<file path="src/rtl/seg7_pkg.sv">
// Shared seven-segment definitions: active-low glyph table, dark constants
// and the digit-index type used across the display scanner.
package seg7_pkg;

    typedef logic [1:0] digit_idx_t;

    localparam logic [6:0] SEG_OFF = 7'b1111111;
    localparam logic [3:0] AN_OFF  = 4'b1111;

    // Element n is the glyph for hex value n (segments a..g, active-low).
    localparam logic [15:0][6:0] GLYPH = {
        7'b0111000,  // F
        7'b0110000,  // E
        7'b1000010,  // d
        7'b1110010,  // c
        7'b1100000,  // b
        7'b0001000,  // A
        7'b0000100,  // 9
        7'b0000000,  // 8
        7'b0001111,  // 7
        7'b0100000,  // 6
        7'b0100100,  // 5
        7'b1001100,  // 4
        7'b0000110,  // 3
        7'b0010010,  // 2
        7'b1001111,  // 1
        7'b0000001   // 0
    };

endpackage

</file>
<file path="src/rtl/display_scan_4dig_if.sv">
// Data/control bundle between a host and the 4-digit display scanner.
interface display_scan_4dig_if;

    logic [15:0] data_in;
    logic [3:0]  dp_in;
    logic        load;
    logic        enable;
    logic        blank_lz;
    logic [6:0]  seg;
    logic        dp;
    logic [3:0]  an;
    logic        frame_done;

    modport master (
        output data_in, dp_in, load, enable, blank_lz,
        input  seg, dp, an, frame_done
    );

    modport slave (
        input  data_in, dp_in, load, enable, blank_lz,
        output seg, dp, an, frame_done
    );

endinterface

</file>
<file path="src/rtl/hex_to_seg7.sv">
// Combinational hex nibble to active-low seven-segment glyph lookup.
module hex_to_seg7
    import seg7_pkg::*;
(
    input  logic [3:0] nib,
    output logic [6:0] seg
);

    assign seg = GLYPH[nib];

endmodule

</file>
<file path="src/rtl/display_scan_4dig.sv">
// Time-multiplexed 4-digit seven-segment driver with per-slot dead time,
// frame-synchronous double buffering and optional leading-zero blanking.
module display_scan_4dig
    import seg7_pkg::*;
#(
    parameter int CLK_HZ       = 100_000_000,
    parameter int SLOT_HZ      = 4000,
    parameter int BLANK_CYCLES = 16
) (
    input  logic                clk,
    input  logic                rst_n,
    display_scan_4dig_if.slave  bus
);

    localparam int SLOT = CLK_HZ / SLOT_HZ;
    localparam int PW   = (SLOT > 1) ? $clog2(SLOT) : 1;

    if (SLOT <= BLANK_CYCLES + 1) begin : g_bad_slot
        $error("display_scan_4dig: SLOT must exceed BLANK_CYCLES+1");
    end

    logic [PW-1:0] presc;
    digit_idx_t    idx;
    logic [15:0]   shadow_data, active_data;
    logic [3:0]    shadow_dp, active_dp;
    logic          pending;

    logic          slot_end, frame_end, in_blank, lz_dark;
    logic [3:0]    nib;
    logic [6:0]    glyph;

    logic [6:0]    seg_p1;
    logic [3:0]    an_p1;
    logic          dp_p1;
    logic          frame_done_p1;

    assign slot_end  = (presc == PW'(SLOT - 1));
    assign frame_end = slot_end && (idx == 2'd3);
    assign in_blank  = (presc < PW'(BLANK_CYCLES));
    assign nib       = active_data[{idx, 2'b00} +: 4];

    // A digit goes dark only when it and every digit to its left are zero
    // and it carries no decimal point; digit 0 always shows.
    always_comb begin
        lz_dark = 1'b0;
        case (idx)
            2'd3:    lz_dark = ~|active_data[15:12] & ~active_dp[3];
            2'd2:    lz_dark = ~|active_data[15:8]  & ~active_dp[2];
            2'd1:    lz_dark = ~|active_data[15:4]  & ~active_dp[1];
            default: lz_dark = 1'b0;
        endcase
        lz_dark = lz_dark & bus.blank_lz;
    end

    hex_to_seg7 u_glyph (
        .nib (nib),
        .seg (glyph)
    );

    always_ff @(posedge clk) begin
        if (!rst_n) begin
            presc         <= '0;
            idx           <= '0;
            shadow_data   <= '0;
            shadow_dp     <= '0;
            active_data   <= '0;
            active_dp     <= '0;
            pending       <= 1'b0;
            seg_p1        <= SEG_OFF;
            an_p1         <= AN_OFF;
            dp_p1         <= 1'b1;
            frame_done_p1 <= 1'b0;
        end else begin
            if (bus.enable) begin
                presc <= slot_end ? '0 : presc + 1'b1;
                if (slot_end)
                    idx <= idx + 2'd1;
                // Transfer reads the shadow before any same-cycle load lands.
                if (frame_end && pending) begin
                    active_data <= shadow_data;
                    active_dp   <= shadow_dp;
                end
            end

            if (bus.load) begin
                shadow_data <= bus.data_in;
                shadow_dp   <= bus.dp_in;
                pending     <= 1'b1;
            end else if (bus.enable && frame_end) begin
                pending     <= 1'b0;
            end

            // ---- output register stage ----
            frame_done_p1 <= bus.enable && frame_end;
            if (!bus.enable || in_blank || lz_dark) begin
                seg_p1 <= SEG_OFF;
                an_p1  <= AN_OFF;
                dp_p1  <= 1'b1;
            end else begin
                seg_p1 <= glyph;
                an_p1  <= ~(4'b0001 << idx);
                dp_p1  <= ~active_dp[idx];
            end
        end
    end

    assign bus.seg        = seg_p1;
    assign bus.an         = an_p1;
    assign bus.dp         = dp_p1;
    assign bus.frame_done = frame_done_p1;

endmodule

</file>
<file path="src/flat_wrapper.sv">
// flat-port wrapper written by rule: the top's interface ports become plain ports
module display_scan_4dig_flat import seg7_pkg::*;
#(
    parameter int CLK_HZ       = 100_000_000,
    parameter int SLOT_HZ      = 4000,
    parameter int BLANK_CYCLES = 16
)
  (clk, rst_n, bus_data_in, bus_dp_in, bus_load, bus_enable, bus_blank_lz, bus_seg, bus_dp, bus_an, bus_frame_done);
  display_scan_4dig_if bus_i ();
  input  logic clk;
  input  logic rst_n;
  input wire logic [$bits(bus_i.data_in)-1:0] bus_data_in;
  input wire logic [$bits(bus_i.dp_in)-1:0] bus_dp_in;
  input wire logic [$bits(bus_i.load)-1:0] bus_load;
  input wire logic [$bits(bus_i.enable)-1:0] bus_enable;
  input wire logic [$bits(bus_i.blank_lz)-1:0] bus_blank_lz;
  output wire logic [$bits(bus_i.seg)-1:0] bus_seg;
  output wire logic [$bits(bus_i.dp)-1:0] bus_dp;
  output wire logic [$bits(bus_i.an)-1:0] bus_an;
  output wire logic [$bits(bus_i.frame_done)-1:0] bus_frame_done;
  assign bus_i.data_in = bus_data_in;
  assign bus_i.dp_in = bus_dp_in;
  assign bus_i.load = bus_load;
  assign bus_i.enable = bus_enable;
  assign bus_i.blank_lz = bus_blank_lz;
  assign bus_seg = bus_i.seg;
  assign bus_dp = bus_i.dp;
  assign bus_an = bus_i.an;
  assign bus_frame_done = bus_i.frame_done;
  display_scan_4dig #(.CLK_HZ(CLK_HZ), .SLOT_HZ(SLOT_HZ), .BLANK_CYCLES(BLANK_CYCLES)) u_core (.clk(clk), .rst_n(rst_n), .bus(bus_i));
endmodule
</file>
<file path="config.mk">
export PLATFORM = sky130hd
export DESIGN_NAME = display_scan_4dig_flat
export DESIGN_NICKNAME = d
export VERILOG_FILES = /design/src/rtl/seg7_pkg.sv /design/src/rtl/display_scan_4dig_if.sv /design/src/rtl/hex_to_seg7.sv /design/src/rtl/display_scan_4dig.sv /design/src/flat_wrapper.sv
export SDC_FILE = /design/constraint.sdc
export NUM_CORES = 1
export LEC_CHECK = 0
export ABC_AREA = 1
export BUFFER_PORTS_ARGS = -buffer_cell sky130_fd_sc_hd__buf_4
export CAP_MARGIN = 30
export CORE_UTILIZATION = 54
export CTS_CLUSTER_SIZE = 10
export DETAILED_ROUTE_END_ITERATION = 10
export PLACE_DENSITY = 0.79
export SLEW_MARGIN = 10
export SYNTH_ARGS = -nofsm -noshare
export SYNTH_HDL_FRONTEND = slang
export SYNTH_HIERARCHICAL = 1
export SYNTH_SLANG_ARGS = --single-unit
</file>
<file path="constraint.sdc">
create_clock -name clk -period 2.67 [get_ports clk]
set_input_delay 0.4005 -clock clk [delete_from_list [all_inputs] [get_ports clk]]
set_output_delay 0.4005 -clock clk [all_outputs]
set_load 0.1 [all_outputs]
</file>
==> summary.md, run 1 <==
| Metric | Value |
|---|---|
| Die ar. | around 6500 um^2 |
| Sw frac | 0.229 |
| CTS buffer count | 9 |
| CTS tree | done |
| Tmin final | about 2.4 ns |
| Grt ovf | 0 |
| ANT cells | 0 |
| Register share of total power | 0.561 |
| Vias per inst | between 4 and 5 |
| CTS Root Cell | clkbuf_8 |
| Pre-antenna DRT Iters | 5 |
| Clk_lat worst skew | about 0.34 ns |
| Resized cells post-CTS | 0 |
| Worst path max stage delay | 0.50 ns |
| Syn_area_per_cell | 7.01 um^2 |
| Post-CTS setup buffer count | 0 |
| RSZ-0062 raised after global routing | false |
| Post-route clock period utilization | 0.887 |
| Crit Path Category | reg2reg |
| Nets | 545 |
| CP Capture Type | flop |
| Finished Layout Cells | between 500 and 600 |
| Actual slew at the worst max-slew pin | 0.658 ns |
| Dpl hpwl | roughly 4500 um |
| Fin worst setup slack | around 0.30 ns |
| Max Clk Rate | 422 MHz |
| Number of cell rows | 28 |
| Worst EP required | approximately 2.9 ns |
| Crit path DAT | ~2.6 ns |
| YS warnings | 6 |
| Syn Nets | approximately 520 |
| First-pass GRT wire length | roughly 11,000 um |
| Setup WS pre-CTS | between 0.3 and 0.4 ns |
| Setup tns final | 0 ns |
| Die width | about 81 um |
| Initial drt markers | approximately 140 |
| Clock sinks | roughly 70 |
| Clock slew at reported path FFs | about 0.08 ns |
| Fin. max-slew vios | 0 |
| Clk_skew | between 0.008 and 0.009 ns |
| Input/output buffers | 37 |
| Cells after synthesis | between 400 and 500 |
| Clock power frac | 0.395 |
| Routed wire length | around 6400 um |
| Syn-to-layout area delta | 13.6% |
| Tot GR Track Use | 0.213 |
| Wirelength per Cell | 10.9 um |
| Outcome | complete, no violations |
| GPL Wtd Cong | 0.837 |
| FF-to-FF setup slack | between 0.3 and 0.4 ns |
| Synth Cell Area | 3350 um^2 |
| CP cell instances | clkinv_1, buf_4, o21ai_0, a21oi_1, a21oi_1, inv_1, nand3_1, nand2_1, inv_1, nand3_1 |
| # IOs | 38 |
| Starting Density | 0.563 |
| Max cap viols | 0 |
| Synth cell types | 32 |
| Max clock buf depth | 2 |
| Initial antenna violation count | 0 |
| Sw Pwr | about 0.45 mW |
| Vias in the first global route | 2,483 |
| Inst Count DP | between 500 and 600 |
| Largest net degree at the start of global routing | 47 |
| CTS H-tree lvls | 3 |
| Core Region | between 5000 and 6000 um^2 |
| Post-CTS Hold Fix Bufs | 0 |
| P_int | between 1.5 and 2 mW |
| Final ANT Viol Nets | 0 |
| Pleak | around 1.9 nW |
| Layout cells sized above 1 | 0.156 |
| Crit-path slowest cell | a21oi_1 |
| Most common cell after layout, fill and taps aside | nor2_1 |
| Via count | a little under 3,000 |
| Peak VDD IR | between 300 and 400 uV |
| Sequential element share of the synthesized area | 0.424 |
| CP Max Fanout | 12 |
| Worst hold path type | in2reg |
| Post-route DRC | 0 |
| PD cells | between 500 and 600 nW/um^2 |
| Height of the die | ~81 um |
| Startpoint types | flop |
| Final Hold Fails | 0 |
| Synthesized flop and latch total | between 70 and 80 |
| Commonest cells after routing, fill and taps aside | nor2_1, nand2_1, dfxtp_1 |
| Final setup fails | 0 |
| Slew HR | 0.561 |
| Comb power frac | 0.044 |
==> layer usage <==
layer	part of all wire	up-vias	track usage
li1	-	1553	-
met1	0.49	1249	0.274
met2	0.43	77	0.337
met3	0.054	13	0.0539
met4	0.024	0	0.0964
met5	0	-	0
==> path summary, 6_finish.rpt <==
path | cells after the start | end | from
setup / recovery | 10 | u_core/bus.seg[2] | u_core/idx[0]
hold / removal | 3 | u_core/shadow_data[8] | bus_data_in[8]
setup reg to reg | 10 | u_core/bus.seg[2] | u_core/idx[0]
hold reg to reg | 2 | u_core/active_data[15] | u_core/shadow_data[15]
==> cells in the mapped netlist <==
cell	instances	share of area
nand2_1	95	0.11
clkbuf_1	9	0.010
nor3b_1	1	0.0022
nand2_4	2	0.0067
nor2_2	3	0.0056
nor2_1	106	0.12
nand2_2	7	0.013
a211oi_1	1	0.0022
o21ai_2	1	0.0026
nand4_1	5	0.0093
inv_1	47	0.053
xor2_1	2	0.0052
xnor2_1	1	0.0026
buf_2	6	0.0090
or2_2	1	0.0019
inv_2	5	0.0056
or2_0	1	0.0019
clkinv_1	2	0.0022
nand3_2	1	0.0030
o21ai_0	32	0.048
buf_4	1	0.0022
nor3_1	5	0.0075
dfxtp_1	71	0.42
o21ai_1	1	0.0015
inv_8	1	0.0034
nor2_4	2	0.0067
nor3_4	1	0.0049
ha_1	12	0.045
a21oi_1	22	0.033
nand3_1	29	0.043
nand4_4	1	0.0063
buf_6	4	0.013
==> power by group through the flow <==
stage	combinational [mW]	clock, mW	sequential, mW
4_1_cts	0.0866	0.792	1.10
2_1_floorplan	0.0510	0	1.12
6_report	0.0864	0.772	1.10
5_1_grt	0.0970	0.843	1.10
3_3_place_gp	0.0834	0	1.12
3_5_place_dp	0.0853	0	1.12
==> registers in the layout (all words and copies together) (netlist names) <==
register               count
u_core/active_data        16
u_core/shadow_data        16
u_core/presc              15
u_core/bus.seg             7
u_core/active_dp           4
u_core/bus.an              4
u_core/shadow_dp           4
u_core/idx                 2
u_core/bus.dp              1
u_core/bus.frame_done      1
u_core/pending             1
==> layout make-up <==
type	count	area [um^2]
flip-flops and latches	71	1420
multi-input cells	332	1600
fillers	534	2150
clock buffers	11	151
well taps	75	93.8
repair buffers	39	293
inverters	55	214
clock inverters	5	32.5
==> per-stage QoR <==
stage	hold slack, ns	total power [mW]	util	instance area [um^2]
2_1_floorplan	0.449	1.17	-	3350
3_3_place_gp	0.462	1.20	0.608	3620
3_5_place_dp	0.466	1.21	0.608	3620
4_1_cts	0.269	1.98	0.639	3800
5_1_grt	0.264	2.04	0.639	3800
6_report	0.276	1.96	0.639	3800
==> cell families (layout without fill, tap and decap cells) <==
family,count (synthesis),in the layout,share of synthesized area
xor gates and xnor gates,3,3,0.00784
DFF,71,71,0.424
AOI/OAI and AO/OA,57,57,0.0870
buffers and inverters,75,110,0.0986
adders and majority gates,12,12,0.0448
and+or+nand+nor,260,260,0.338
==> critical path: cells and delay by family (launching register included) <==
family | cells | cell delay [ns]
compound gates | 3 | 0.74
flops | 1 | 0.45
buf+inv | 4 | 0.77
simple gates | 3 | 0.25
Note: power is estimated with default switching activity, not from simulation.
==> inputs of run 2 (changes only) <==
--- a/config.mk
+++ b/config.mk
@@ -6,12 +6,12 @@
 export NUM_CORES = 1
 export LEC_CHECK = 0
 export ABC_AREA = 1
-export BUFFER_PORTS_ARGS = -buffer_cell sky130_fd_sc_hd__buf_4
 export CAP_MARGIN = 30
 export CORE_UTILIZATION = 54
 export CTS_CLUSTER_SIZE = 10
 export DETAILED_ROUTE_END_ITERATION = 10
-export PLACE_DENSITY = 0.79
+export DONT_BUFFER_PORTS = 1
+export PLACE_DENSITY = 0.73
 export SLEW_MARGIN = 10
 export SYNTH_ARGS = -nofsm -noshare
 export SYNTH_HDL_FRONTEND = slang
==> run 2 against run 1 <==
Die area did not move. Sequential power about the same. Highest routed layer unchanged. Sequential share of layout area rose by 2.3 points. Cell count down 6.3%. Largest cell class unchanged.
==> summary.md, run 2 (synthesis results as in run 1) <==
| Metric | Value |
|---|---|
| Crit-path slowest cell | a21oi_1 |
| Vias per inst | 4.91 (-0.22%) |
| Initial antenna violation count | 0 (unchanged) |
| Critical Path Start | u_core/idx[0] |
| Largest net degree at the start of global routing | 47 (unchanged) |
| Met3 Use GR | 0.0573 (+0.00337) |
| Dpl hpwl | 4410 um (-1.1%) |
| Max cap viols | 0 (unchanged) |
| Finished Layout Cells | 551 (-6.3%) |
| Final Hold Fails | 0 (unchanged) |
| Most common cell after layout, fill and taps aside | nor2_1 |
| Crit Path Category | reg2reg |
| Starting Density | 0.563 (unchanged) |
| Placed Area | 3340 um^2 (-7.7%) |
| Resized cells post-CTS | 0 (unchanged) |
| CP cell instances | clkinv_1, buf_4, o21ai_0, a21oi_1, a21oi_1, inv_1, nand3_1, nand2_1, inv_1, nand3_1 |
| Core Region | 5960 um^2 (unchanged) |
| WP depth | 10 (unchanged) |
| Commonest cells after routing, fill and taps aside | nor2_1, nand2_1, dfxtp_1 |
| RSZ-0062 raised after global routing | false |
| Die width | 80.8 um (unchanged) |
| Final Power | 2.17 mW (+11%) |
| Wirelength per Cell | 11.6 um (+6.6%) |
| Hold slack | 0.150 ns (-0.126 ns) |
| Setup tns final | 0 ns (unchanged) |
| Critical path's top delay family | compound AO/OA/AOI/OAI gates |
| Fin. max-slew vios | 0 (unchanged) |
| GPL Wtd Cong | 0.841 (+0.50%) |
| Grt ovf | 0 (unchanged) |
| Syn-to-layout area delta | 6.91% |
| Worst EP required | 2.87 ns (about the same) |
| Final setup fails | 0 (unchanged) |
| CTS tree | done |
| Slew HR | 0.351 (-0.210) |
| Pleak | 1.71 nW (-8.2%) |
| Via count | 2,704 (-6.5%) |
| Nets | 508 (-6.8%) |
| CP bufs+invs | 4 (unchanged) |
| Actual slew at the worst max-slew pin | 0.972 ns (+0.315 ns) |
| Crit path DAT | 2.47 ns (-0.09 ns) |
| R2r worst-path depth | 10 (unchanged) |
| Post-CTS Hold Fix Bufs | 0 (unchanged) |
| M1 GR Usage | 0.290 (+0.0161) |
| Outcome | complete, no violations |
| Worst path max stage delay | 0.51 ns (about the same) |
| Height of the die | 80.8 um (unchanged) |
| CTS H-tree lvls | 3 (unchanged) |
| Max clock buf depth | 2 (unchanged) |
| R2R Path End | u_core/bus.seg[3] |
| CP Capture Type | flop |
| Inst Count DP | 535 (-6.5%) |
| Worst r2r src | u_core/idx[0] |
| Finished Cell Area | 3580 um^2 (-5.9%) |
| Final ANT Viol Nets | 0 (unchanged) |
| Tot GR Track Use | 0.221 (+0.00800) |
| Clk_lat worst skew | 0.34 ns (about the same) |
| # IOs | 38 (unchanged) |
| Number of cell rows | 28 (unchanged) |
| First-pass GRT wire length | 11,000 um (+3.4%) |
| Fillers | 589 (+10%) |
| Clock slew at reported path FFs | 0.08 ns (about the same) |
| Initial drt markers | 131 (-7.7%) |
| Fin worst setup slack | 0.403 ns (+0.101 ns) |
| CP Max Fanout | 15 (+3) |
| GR peak layer | met2 |
| CTS buffer count | 9 (unchanged) |
| Tmin final | 2.27 ns (-0.101 ns) |
| Clock sinks | 71 (unchanged) |
| CTS Root Cell | clkbuf_8 |
| Vias in the first global route | 2,485 (+0.081%) |
| Peak VDD IR | 352 uV (-9.0%) |
| GRT met2 Usage | 0.331 (-0.00593) |
| Post-route clock period utilization | 0.849 (-0.0377) |
| Die ar. | 6520 um^2 (unchanged) |
| Startpoint types | flop |
| Pre-antenna DRT Iters | 4 (-1) |
| Post-route DRC | 0 (unchanged) |
| Clk_skew | 0.00887 ns (+0.000662 ns) |
| Setup crit end | u_core/bus.seg[3] |
| FF-to-FF setup slack | 0.40 ns (+0.10 ns) |
| Top Registers | u_core/active_data: 16 flops, u_core/shadow_data: 16 flops, u_core/presc: 15 flops |
| Layout cells sized above 1 | 0.0840 (-0.0719) |
| Setup WS pre-CTS | 0.415 ns (+0.0590 ns) |
| Worst hold path type | in2reg |
| Routed wire length | 6390 um (about the same) |
| Max Clk Rate | 441 MHz (+4.4%) |
| Post-CTS setup buffer count | 0 (unchanged) |
| PD cells | 606 nW/um^2 (+18%) |
| Fin util | 0.601 (-0.0374) |
| Input/output buffers | 0 (-100%) |
| ANT cells | 0 (unchanged) |
==> run 2: cell count changes in the layout (fill, tap and decap cells not counted) <==
cell / delta
bufinv_16: +3
clkbuf_8: -1
clkinv_2: -3
clkbuf_1: +3
clkinv_4: -2
buf_4: -37
==> run 2: layout make-up <==
| class | count | area, um^2 | area share |
|---|---|---|---|
| clock inverter | 3 | 90.1 | 0.0251 |
| timing repair buffer | 2 | 15.0 | 0.00419 |
| inverter | 55 | 214 | 0.0597 |
| sequential | 71 | 1420 | 0.397 |
| multi-input combinational | 332 | 1600 | 0.446 |
| tap | 75 | 93.8 | 0.0262 |
| clock buffer | 13 | 149 | 0.0416 |
==> run 2: worst min path at each step <==
stage                                 startpoint                     end  slack, ns  depth (start not counted)
after detailed placement  u_core/shadow_data[12]  u_core/active_data[12]       0.47                          2
final                                 bus_enable         u_core/presc[2]       0.15                          1
after global routing                  bus_enable         u_core/presc[2]       0.13                          1
after global placement    u_core/shadow_data[12]  u_core/active_data[12]       0.46                          2
after floorplan            u_core/shadow_data[0]   u_core/active_data[0]       0.45                          2
after CTS                             bus_enable         u_core/presc[2]       0.13                          1
==> run 2: layer usage <==
metal | wire (um) | vias up
met3 | 350 | 10
li1 | - | 1466
met4 | 131 | 0
met5 | 0 | -
met2 | 2780 | 59
met1 | 3120 | 1169
==> run 2: report_power, final <==
part	switching, mW	leakage, nW	internal, mW
sequential	0.0129	0.578	1.08
combinational	0.0271	1.01	0.0177
clock	0.383	0.118	0.648
total	0.423	1.71	1.75
==> inputs of run 3 (changes only) <==
==> constraint.sdc (replaced) <==
create_clock -name clk -period 2.2 [get_ports clk]
set_input_delay 0.33 -clock clk [delete_from_list [all_inputs] [get_ports clk]]
set_output_delay 0.33 -clock clk [all_outputs]
set_load 0.1 [all_outputs]
==> run 3 against run 2 <==
Global-route usage fell by 0.17 points. Worst setup slack got worse by 0.14 ns. Cell count grew 3.6%. Sequential share of layout area shrank 1.4 points. Critical path type unchanged. Largest power group unchanged.
==> summary.md, run 3 (synthesis results as in run 1) <==
| Metric | Value |
|---|---|
| CTS Root Cell | clkbuf_8 |
| Sw Pwr | 0.529 mW (+25%) |
| Layout cells sized above 1 | 0.125 (+0.0410) |
| RSZ-0062 raised after global routing | false |
| Tmin final | 1.93 ns (-0.334 ns) |
| Max cap viols | 0 (unchanged) |
| CP Max Fanout | 11 (-4) |
| Most common cell after layout, fill and taps aside | nor2_1 |
| Setup tns final | 0 ns (unchanged) |
| Vias per inst | 4.98 (+1.4%) |
| Placed Area | 3490 um^2 (+4.5%) |
| FF-to-FF setup slack | 0.27 ns (-0.14 ns) |
| Resized cells post-CTS | 0 (unchanged) |
| Startpoint types | flop |
| Number of cell rows | 28 (unchanged) |
| Final setup fails | 0 (unchanged) |
| Initial drt markers | 188 (+44%) |
| P_int | 2.01 mW (+15%) |
| CTS buffer count | 9 (unchanged) |
| Clk_lat worst skew | 0.35 ns (about the same) |
| Worst EP required | 2.40 ns (-0.47 ns) |
| Hold Path End | u_core/presc[2] |
| Final ANT Viol Nets | 0 (unchanged) |
| Grt ovf | 0 (unchanged) |
| CP Capture Type | flop |
| Fin. max-slew vios | 0 (unchanged) |
| Post-route DRC | 0 (unchanged) |
| Critical Path Start | u_core/idx[0] |
| Clk_skew | 0.0119 ns (+0.00304 ns) |
| Peak VDD IR | 510 uV (+45%) |
| CTS H-tree lvls | 3 (unchanged) |
| Vias in the first global route | 2,504 (+0.76%) |
| Input/output buffers | 0 (unchanged) |
| Max Clk Rate | 517 MHz (+17%) |
| Post-CTS setup buffer count | 0 (unchanged) |
| Final Hold Fails | 0 (unchanged) |
| Max clock buf depth | 2 (unchanged) |
| First-pass GRT wire length | 10,900 um (-0.82%) |
| Post-CTS Hold Fix Bufs | 0 (unchanged) |
| Die width | 80.8 um (unchanged) |
| Post-route clock period utilization | 0.879 (+0.0295) |
| Worst hold path type | in2reg |
| Finished Cell Area | 3720 um^2 (+3.7%) |
| Dpl hpwl | 4530 um (+2.7%) |
| Crit path DAT | 2.14 ns (-0.33 ns) |
| Hold_sp | bus_enable |
| R2r worst-path depth | 11 (+1) |
| Syn-to-layout area delta | 10.9% |
| Actual slew at the worst max-slew pin | 0.637 ns (-0.335 ns) |
| Comb power frac | 0.021 (about the same) |
| GPL Wtd Cong | 0.889 (+5.8%) |
| Top Registers | u_core/active_data: 16 flops, u_core/shadow_data: 16 flops, u_core/presc: 15 flops |
| # IOs | 38 (unchanged) |
| WHS Path Cells | 1 (unchanged) |
| Clock sinks | 71 (unchanged) |
| Height of the die | 80.8 um (unchanged) |
| Worst r2r src | u_core/idx[0] |
| Final Power | 2.54 mW (+17%) |
| Crit Path Category | reg2reg |
| CTS tree | done |
| Initial antenna violation count | 0 (unchanged) |
| Tot GR Track Use | 0.220 (-0.00168) |
| Outcome | complete, no violations |
| Routed wire length | 6500 um (+1.8%) |
| Via count | 2,842 (+5.1%) |
| ANT cells | 0 (unchanged) |
| Hold slack | 0.0755 ns (-0.0742 ns) |
| Clock slew at reported path FFs | 0.08 ns (about the same) |
| Slew HR | 0.575 (+0.224) |
| Clock power frac | 0.454 (-0.021) |
| R2R Path End | u_core/bus.seg[3] |
| Commonest cells after routing, fill and taps aside | nor2_1, nand2_1, dfxtp_1 |
| Core Region | 5960 um^2 (unchanged) |
| Fillers | 567 (-3.7%) |
| Pleak | 1.79 nW (+4.8%) |
| Register share of total power | 0.525 (+0.020) |
| Nets | 528 (+3.9%) |
| PD cells | 682 nW/um^2 (+13%) |
| Wirelength per Cell | 11.4 um (-1.7%) |
| Sw frac | 0.209 (+0.0142) |
| Largest net degree at the start of global routing | 47 (unchanged) |
| Starting Density | 0.563 (unchanged) |
| Die ar. | 6520 um^2 (unchanged) |
| Fin util | 0.624 (+0.0225) |
| Pre-antenna DRT Iters | 5 (+1) |
-- run 3: cell count changes in the layout (fill, tap and decap cells not counted), sizes merged --
| cell | delta |
|---|---|
| clkbuf | -2 |
| bufinv | -1 |
| buf | +20 |
| clkinvlp | +1 |
| clkinv | +2 |
-- run 3: cell type report --
type / instances / area (um^2) / share of cell area
Sequential cell: 71 / 1420 / 0.382
Clock inverter: 5 / 81.3 / 0.0219
Clock buffer: 11 / 141 / 0.0380
Multi-Input combinational cell: 332 / 1600 / 0.430
Timing Repair Buffer: 22 / 165 / 0.0444
Tap cell: 75 / 93.8 / 0.0253
Inverter: 55 / 214 / 0.0576
-- run 3: worst max path at each step --
stage / to / cells past startpoint
4_1_cts: u_core/bus.seg[3] / 11
5_1_grt: u_core/bus.seg[3] / 11
6_report: u_core/bus.seg[3] / 11
3_5_place_dp: u_core/bus.seg[3] / 11
3_3_place_gp: u_core/bus.seg[3] / 11
2_1_floorplan: u_core/bus.seg[3] / 11
-- run 3: metrics by stage --
stage | std cells | worst slack (ns)
floorplan | 478 | 0.199
global placement | 555 | 0.384
detailed placement | 555 | 0.278
CTS | 571 | 0.268
global route | 571 | 0.0437
finish | 571 | 0.267
-- run 3: power groups by stage --
| stage | Clock (mW) | Combinational, mW | Sequential (mW) |
|---|---|---|---|
| floorplan | 0 | 0.0618 | 1.36 |
| global placement | 0 | 0.0520 | 1.36 |
| detailed placement | 0 | 0.0541 | 1.36 |
| CTS | 1.18 | 0.0551 | 1.33 |
| global route | 1.23 | 0.0639 | 1.33 |
| finish | 1.15 | 0.0544 | 1.33 |
-- run 3: critical path, cell delays in order, from the launching register on --
cell and delay [ns]:
dfxtp_1 0.33, clkinv_1 0.22, o21ai_0 0.22, a21oi_1 0.06
a21oi_1 0.17, inv_1 0.15, ha_1 0.33, nand2_1 0.06
nand3_1 0.09, nand2_1 0.05, inv_1 0.04, nand3_1 0.07
-- run 3: routing by layer --
layer | wire length [um] | track usage | up-vias | part of all wire
met2 | 2930 | 0.347 | 68 | 0.45
met4 | 159 | 0.114 | 0 | 0.024
met3 | 361 | 0.0483 | 17 | 0.056
met1 | 3050 | 0.281 | 1240 | 0.47
li1 | - | - | 1517 | -
met5 | 0 | 0 | - | 0
